`src/rtl/memory_bus_arbiter.sv`:
```
// Arbitrates one single-port memory between debug, data and instruction-fetch requesters.
// One transaction at a time; acks and read data are registered per port.
module memory_bus_arbiter #(
  parameter int ADDR_WIDTH   = 32,
  parameter int DATA_WIDTH   = 32,
  parameter int READ_LATENCY = 1
) (
  input  logic                  clk,
  input  logic                  reset,
  input  logic                  dbg_req,
  input  logic                  dbg_we,
  input  logic [ADDR_WIDTH-1:0] dbg_addr,
  input  logic [DATA_WIDTH-1:0] dbg_wdata,
  output logic [DATA_WIDTH-1:0] dbg_rdata,
  output logic                  dbg_ack,
  input  logic                  data_req,
  input  logic                  data_we,
  input  logic [ADDR_WIDTH-1:0] data_addr,
  input  logic [DATA_WIDTH-1:0] data_wdata,
  output logic [DATA_WIDTH-1:0] data_rdata,
  output logic                  data_ack,
  input  logic                  inst_req,
  input  logic [ADDR_WIDTH-1:0] inst_addr,
  output logic [DATA_WIDTH-1:0] inst_rdata,
  output logic                  inst_ack,
  output logic                  mem_en,
  output logic                  mem_we,
  output logic [ADDR_WIDTH-1:0] mem_addr,
  output logic [DATA_WIDTH-1:0] mem_wdata,
  input  logic [DATA_WIDTH-1:0] mem_rdata,
  output logic [1:0]            grant,
  output logic                  busy
);

  typedef enum logic [1:0] {S_IDLE, S_ACCESS, S_WAIT, S_RESP} state_t;

  localparam logic [1:0] GNT_NONE = 2'd0;
  localparam logic [1:0] GNT_INST = 2'd1;
  localparam logic [1:0] GNT_DATA = 2'd2;
  localparam logic [1:0] GNT_DBG  = 2'd3;
  localparam logic [1:0] CNT_LOAD = 2'(READ_LATENCY - 1);

  state_t                state_q;
  logic [1:0]            cnt_q;
  logic [1:0]            grant_q;
  logic [1:0]            sel_d;
  logic                  busy_q;
  logic                  we_q;
  logic                  last_data_q;
  logic                  mem_en_q;
  logic                  mem_we_q;
  logic                  inst_ack_q;
  logic                  data_ack_q;
  logic                  dbg_ack_q;
  logic                  finish_d;
  logic [ADDR_WIDTH-1:0] addr_q;
  logic [DATA_WIDTH-1:0] wdata_q;
  logic [DATA_WIDTH-1:0] inst_rdata_q;
  logic [DATA_WIDTH-1:0] data_rdata_q;
  logic [DATA_WIDTH-1:0] dbg_rdata_q;

  // dbg has absolute priority; inst/data alternate when both are waiting.
  always_comb begin
    sel_d = GNT_NONE;
    if (dbg_req)                    sel_d = GNT_DBG;
    else if (inst_req && data_req)  sel_d = last_data_q ? GNT_INST : GNT_DATA;
    else if (inst_req)              sel_d = GNT_INST;
    else if (data_req)              sel_d = GNT_DATA;
  end

  // High in the last cycle before RESP, so ack and rdata load on the same edge.
  always_comb begin
    finish_d = 1'b0;
    if (state_q == S_ACCESS)    finish_d = we_q || (READ_LATENCY == 1);
    else if (state_q == S_WAIT) finish_d = (cnt_q == 2'd1);
  end

  always_ff @(posedge clk) begin
    if (reset) begin
      state_q      <= S_IDLE;
      cnt_q        <= '0;
      grant_q      <= GNT_NONE;
      busy_q       <= 1'b0;
      we_q         <= 1'b0;
      addr_q       <= '0;
      wdata_q      <= '0;
      last_data_q  <= 1'b1;
      mem_en_q     <= 1'b0;
      mem_we_q     <= 1'b0;
      inst_ack_q   <= 1'b0;
      data_ack_q   <= 1'b0;
      dbg_ack_q    <= 1'b0;
      inst_rdata_q <= '0;
      data_rdata_q <= '0;
      dbg_rdata_q  <= '0;
    end else begin
      mem_en_q   <= 1'b0;
      mem_we_q   <= 1'b0;
      inst_ack_q <= 1'b0;
      data_ack_q <= 1'b0;
      dbg_ack_q  <= 1'b0;
      case (state_q)
        S_IDLE: begin
          if (sel_d != GNT_NONE) begin
            grant_q  <= sel_d;
            busy_q   <= 1'b1;
            mem_en_q <= 1'b1;
            state_q  <= S_ACCESS;
            case (sel_d)
              GNT_DBG: begin
                addr_q   <= dbg_addr;
                wdata_q  <= dbg_wdata;
                we_q     <= dbg_we;
                mem_we_q <= dbg_we;
              end
              GNT_DATA: begin
                addr_q      <= data_addr;
                wdata_q     <= data_wdata;
                we_q        <= data_we;
                mem_we_q    <= data_we;
                last_data_q <= 1'b1;
              end
              default: begin
                addr_q      <= inst_addr;
                we_q        <= 1'b0;
                last_data_q <= 1'b0;
              end
            endcase
          end
        end
        S_ACCESS: begin
          cnt_q   <= CNT_LOAD;
          state_q <= finish_d ? S_RESP : S_WAIT;
        end
        S_WAIT: begin
          cnt_q <= cnt_q - 2'd1;
          if (finish_d) state_q <= S_RESP;
        end
        S_RESP: begin
          grant_q <= GNT_NONE;
          busy_q  <= 1'b0;
          state_q <= S_IDLE;
        end
        default: state_q <= S_IDLE;
      endcase
      if (finish_d) begin
        case (grant_q)
          GNT_INST: begin
            inst_ack_q   <= 1'b1;
            inst_rdata_q <= mem_rdata;
          end
          GNT_DATA: begin
            data_ack_q <= 1'b1;
            if (!we_q) data_rdata_q <= mem_rdata;
          end
          GNT_DBG: begin
            dbg_ack_q <= 1'b1;
            if (!we_q) dbg_rdata_q <= mem_rdata;
          end
          default: ;
        endcase
      end
    end
  end

  assign mem_en     = mem_en_q;
  assign mem_we     = mem_we_q;
  assign mem_addr   = addr_q;
  assign mem_wdata  = wdata_q;
  assign grant      = grant_q;
  assign busy       = busy_q;
  assign inst_ack   = inst_ack_q;
  assign data_ack   = data_ack_q;
  assign dbg_ack    = dbg_ack_q;
  assign inst_rdata = inst_rdata_q;
  assign data_rdata = data_rdata_q;
  assign dbg_rdata  = dbg_rdata_q;

endmodule

```
`config.mk`:
```
export PLATFORM = sky130hd
export DESIGN_NAME = memory_bus_arbiter
export DESIGN_NICKNAME = d
export VERILOG_FILES = /design/src/rtl/memory_bus_arbiter.sv
export SDC_FILE = /design/constraint.sdc
export NUM_CORES = 1
export LEC_CHECK = 0
export BUFFER_PORTS_ARGS = -buffer_cell sky130_fd_sc_hd__clkbuf_2
export CORE_AREA = 5 5 138 140
export CTS_BUF_LIST = sky130_fd_sc_hd__clkbuf_4 sky130_fd_sc_hd__clkbuf_8 sky130_fd_sc_hd__clkbuf_16
export DETAILED_ROUTE_END_ITERATION = 10
export DIE_AREA = 0 0 143 145
export GPL_TIMING_DRIVEN = 0
export PLACE_DENSITY = 0.76
export SLEW_MARGIN = 10
export SYNTH_ARGS = -nofsm -noshare
export SYNTH_HDL_FRONTEND = slang
export SYNTH_SLANG_ARGS = --single-unit
```
`constraint.sdc`:
```
create_clock -name clk -period 2.3 [get_ports clk]
set_input_delay 0.23 -clock clk [delete_from_list [all_inputs] [get_ports clk]]
set_output_delay 0.23 -clock clk [all_outputs]
set_load 0.005 [all_outputs]
```
==> impl_metrics.tcl <==
set metrics [dict create \
    drive_gt1_frac 0.378 \
    fmax_mhz 458 \
    setup_tns_ns 0 \
    core_area_um2 17700 \
    rrSetupSlack_ns 0.12 \
    netSwitchingPower_w 0.00322 \
    use_met3 0.0638 \
    p_int_w 0.00648 \
    holdPathEnd "dbg_rdata[19]$_SDFFE_PP0P_" \
    clock_skew_ns 0.0107 \
    clock_latency_ns 0.43 \
    die_area_um2 20700 \
    cts_setup_buffers 0 \
    multiInputGateArea_um2 3830 \
    met1_usage 0.266 \
    syn-mean-instance-area_um2 10.2 \
    seqCellArea_um2 3480 \
    slew_violations 0 \
    avgViaCountPerCell 5.11 \
    synth_seq_cells 174 \
    dr.pass1.iters 4 \
    cts_sinks 174 \
    dpl_cell_area_um2 9810 \
    busiest_layer "met2" \
    setup_violations 0 \
    area_growth_pct 36.2 \
    p_comb_frac 0.294 \
    synthTopCellsByArea "dfxtp_1 45%, mux2i_1 17%, nand2b_1 11%" \
    drv_cap 0 \
    clock_path_buffers 2 \
    synth_top_cell_by_area "dfxtp_1" \
    path_clk_slew_ns 0.07 \
    nFillCells 1572 \
    cp.required_ns 2.64 \
    r2r_cells 9 \
    synth_top_cell_area_share 0.453 \
    yosys_warnings 0 \
    power.density_nw_per_um2 925 \
    path_cells "nand2b_1 > a21oi_4 > inv_1 > ha_1 > or2_1 > and2_1 > clkbuf_1 > buf_2 > a211oi_1" \
    totalWireLength_um 25600 \
    status "completed" \
    worst_setup_path_end_kind "flop" \
    drc 0 \
    detailed_place_hpwl_um 20500 \
    timing.rr.start "last_data_q$_SDFFE_PP1P_" \
    h-tree-depth 4 \
    routedWlPerCell_um 18.5 \
    dieHeight_um 145 \
    design_area_um2 10500 \
    grt_max_degree 18 \
    nets 1348 \
    syn_inst 756 \
    grt_pass1_vias 7160 \
    synth_cell_type_count 35 \
    async_flop_share 0 \
    seq_power_share 0.398 \
    drt_iter0_markers 244 \
    seq_area_frac_synth 0.453 \
    ant_nets 0 \
    grt_usage 0.236 \
    ios 367 \
    min_from "mem_rdata[19]" \
    gp_congestion 0.911 \
    synth_commonest_cells "174 x dfxtp_1, 134 x nand2b_1, 129 x mux2i_1" \
    slowest_stage "dfxtp_1" \
    swShare 0.332 \
    synth.most_common_cell "dfxtp_1" \
    antenna_found_initial 6 \
    finalPower_w 0.00970 \
    root_buffer "clkbuf_16" \
    worstSetupPathType "reg2reg" \
    crit_path_start_kind "flop" \
    cts_tree "done" \
    whs_ns 0.0930 \
    hold_depth 3 \
    r2r-end "mem_wdata[26]$_SDFFE_PP0P_" \
    netlist_area_um2 7700 \
    synth_edf_count 0 \
    hold_class "in2reg" \
    slew_headroom 0.605 \
    fin_util 0.592 \
    crit_path_max_fanout 10 \
    hold_viol 0 \
    start_util 0.434 \
    use_met2 0.398 \
    p_leak_nw 4.98 \
    vias 7083 \
    ys.flop_type "dfxtp_1" \
    grt_pass1_wl_um 38300 \
    cts_made_buffers 17 \
    row_count 49 \
    period_share 0.948 \
    dieWidth_um 143 \
    peakVddDrop_mv 0.475 \
    grt.overflow.total 0 \
    arrival_ns 2.52 \
    layout_min_cycle_time_ns 2.18 \
    max_stage_delay_ns 0.32 \
    numPortBuffers 365 \
    p_clk_frac 0.307 \
    synth_fp_nets 965 \
    tightest_slew_ns 0.593 \
]
critical path, delay by kind of cell (launching register included):
family / cells / cell delay, ns
AOI/OAI and AO/OA: 2 / 0.43
and+or+nand+nor: 3 / 0.67
DFF: 1 / 0.32
adders and majority gates: 1 / 0.25
buffers and inverters: 3 / 0.43
registers in the layout, indices dropped and copies added, names as in the netlist:
name and count:
dbg_ack 1, cnt_q 2, busy 1, mem_wdata 32
last_data_q 1, mem_we 1, dbg_rdata 32, grant 2
state_q 2, data_rdata 32, mem_addr 32, inst_ack 1
data_ack 1, we_q 1, inst_rdata 32, mem_en 1
cells in the final DEF (no fill, tap or decap), types with 6 or more instances in the layout:
cell type / n
clkbuf_16: 17
clkbuf_1: 37
nor2_1: 38
a221oi_1: 32
clkbuf_2: 369
nor3b_1: 32
a211oi_1: 62
dfxtp_1: 174
nand2b_1: 134
diode_2: 6
buf_12: 6
mux2i_1: 129
ha_1: 10
a21oi_1: 37
buf_2: 13
inv_1: 6
power by group through the flow:
stage          registers [W]  logic [W]  clock network, W
3_3_place_gp         0.00391    0.00281                 0
2_1_floorplan        0.00391    0.00161                 0
3_5_place_dp         0.00392    0.00285                 0
6_report             0.00386    0.00285           0.00298
4_1_cts              0.00386    0.00285           0.00303
5_1_grt              0.00391    0.00312           0.00317
worst max-delay path by stage:
stage	start	end	slack, ns	cells past startpoint
2_1_floorplan	last_data_q$_SDFFE_PP1P_	mem_wdata[11]$_SDFFE_PP0P_	0.26	10
3_3_place_gp	last_data_q$_SDFFE_PP1P_	mem_addr[31]$_SDFFE_PP0P_	-0.18	8
3_5_place_dp	last_data_q$_SDFFE_PP1P_	mem_addr[22]$_SDFFE_PP0P_	-0.20	8
4_1_cts	last_data_q$_SDFFE_PP1P_	mem_wdata[26]$_SDFFE_PP0P_	0.009	10
5_1_grt	last_data_q$_SDFFE_PP1P_	mem_addr[25]$_SDFFE_PP0P_	-0.03	7
6_report	last_data_q$_SDFFE_PP1P_	mem_wdata[26]$_SDFFE_PP0P_	0.12	9
metal layers:
metal | vias to the layer above | wire [um]
li1 | 3480 | -
met1 | 3230 | 9810
met2 | 311 | 12500
met3 | 62 | 2180
met4 | 0 | 1140
met5 | - | 0
area by class of cell:
type / instances / area share
clock inverter: 14 / 0.0168
inverter: 7 / 0.00251
antenna: 6 / 0.00143
buffer: 69 / 0.0382
multi-input combinational: 505 / 0.365
tap: 229 / 0.0273
timing repair buffer: 365 / 0.174
sequential: 174 / 0.332
clock buffer: 18 / 0.0419
logic make-up after synthesis:
logic type | synth area share
AND/OR/NAND/NOR | 0.175
AO/OA/AOI/OAI | 0.133
buffers and inverters | 0.0545
multiplexers | 0.169
adder cells (fa/ha/maj) | 0.0163
flip-flops | 0.453
per-stage QoR:
stage               setup slack [ns]  std cells
detailed placement            -0.198       1350
finish                         0.119       1387
global placement              -0.179       1350
CTS                          0.00877       1382
floorplan                      0.260        756
global route                 -0.0325       1387
what timing repair did:
| item | 4_1_cts | 5_1_grt |
|---|---|---|
| setup endpoints to repair | 58 | 61 |
| hold buffers | 0 | 0 |
| resized for setup | 2 | 12 |
| pin swaps | 0 | 1 |
Power figures use the tool's default switching activity.
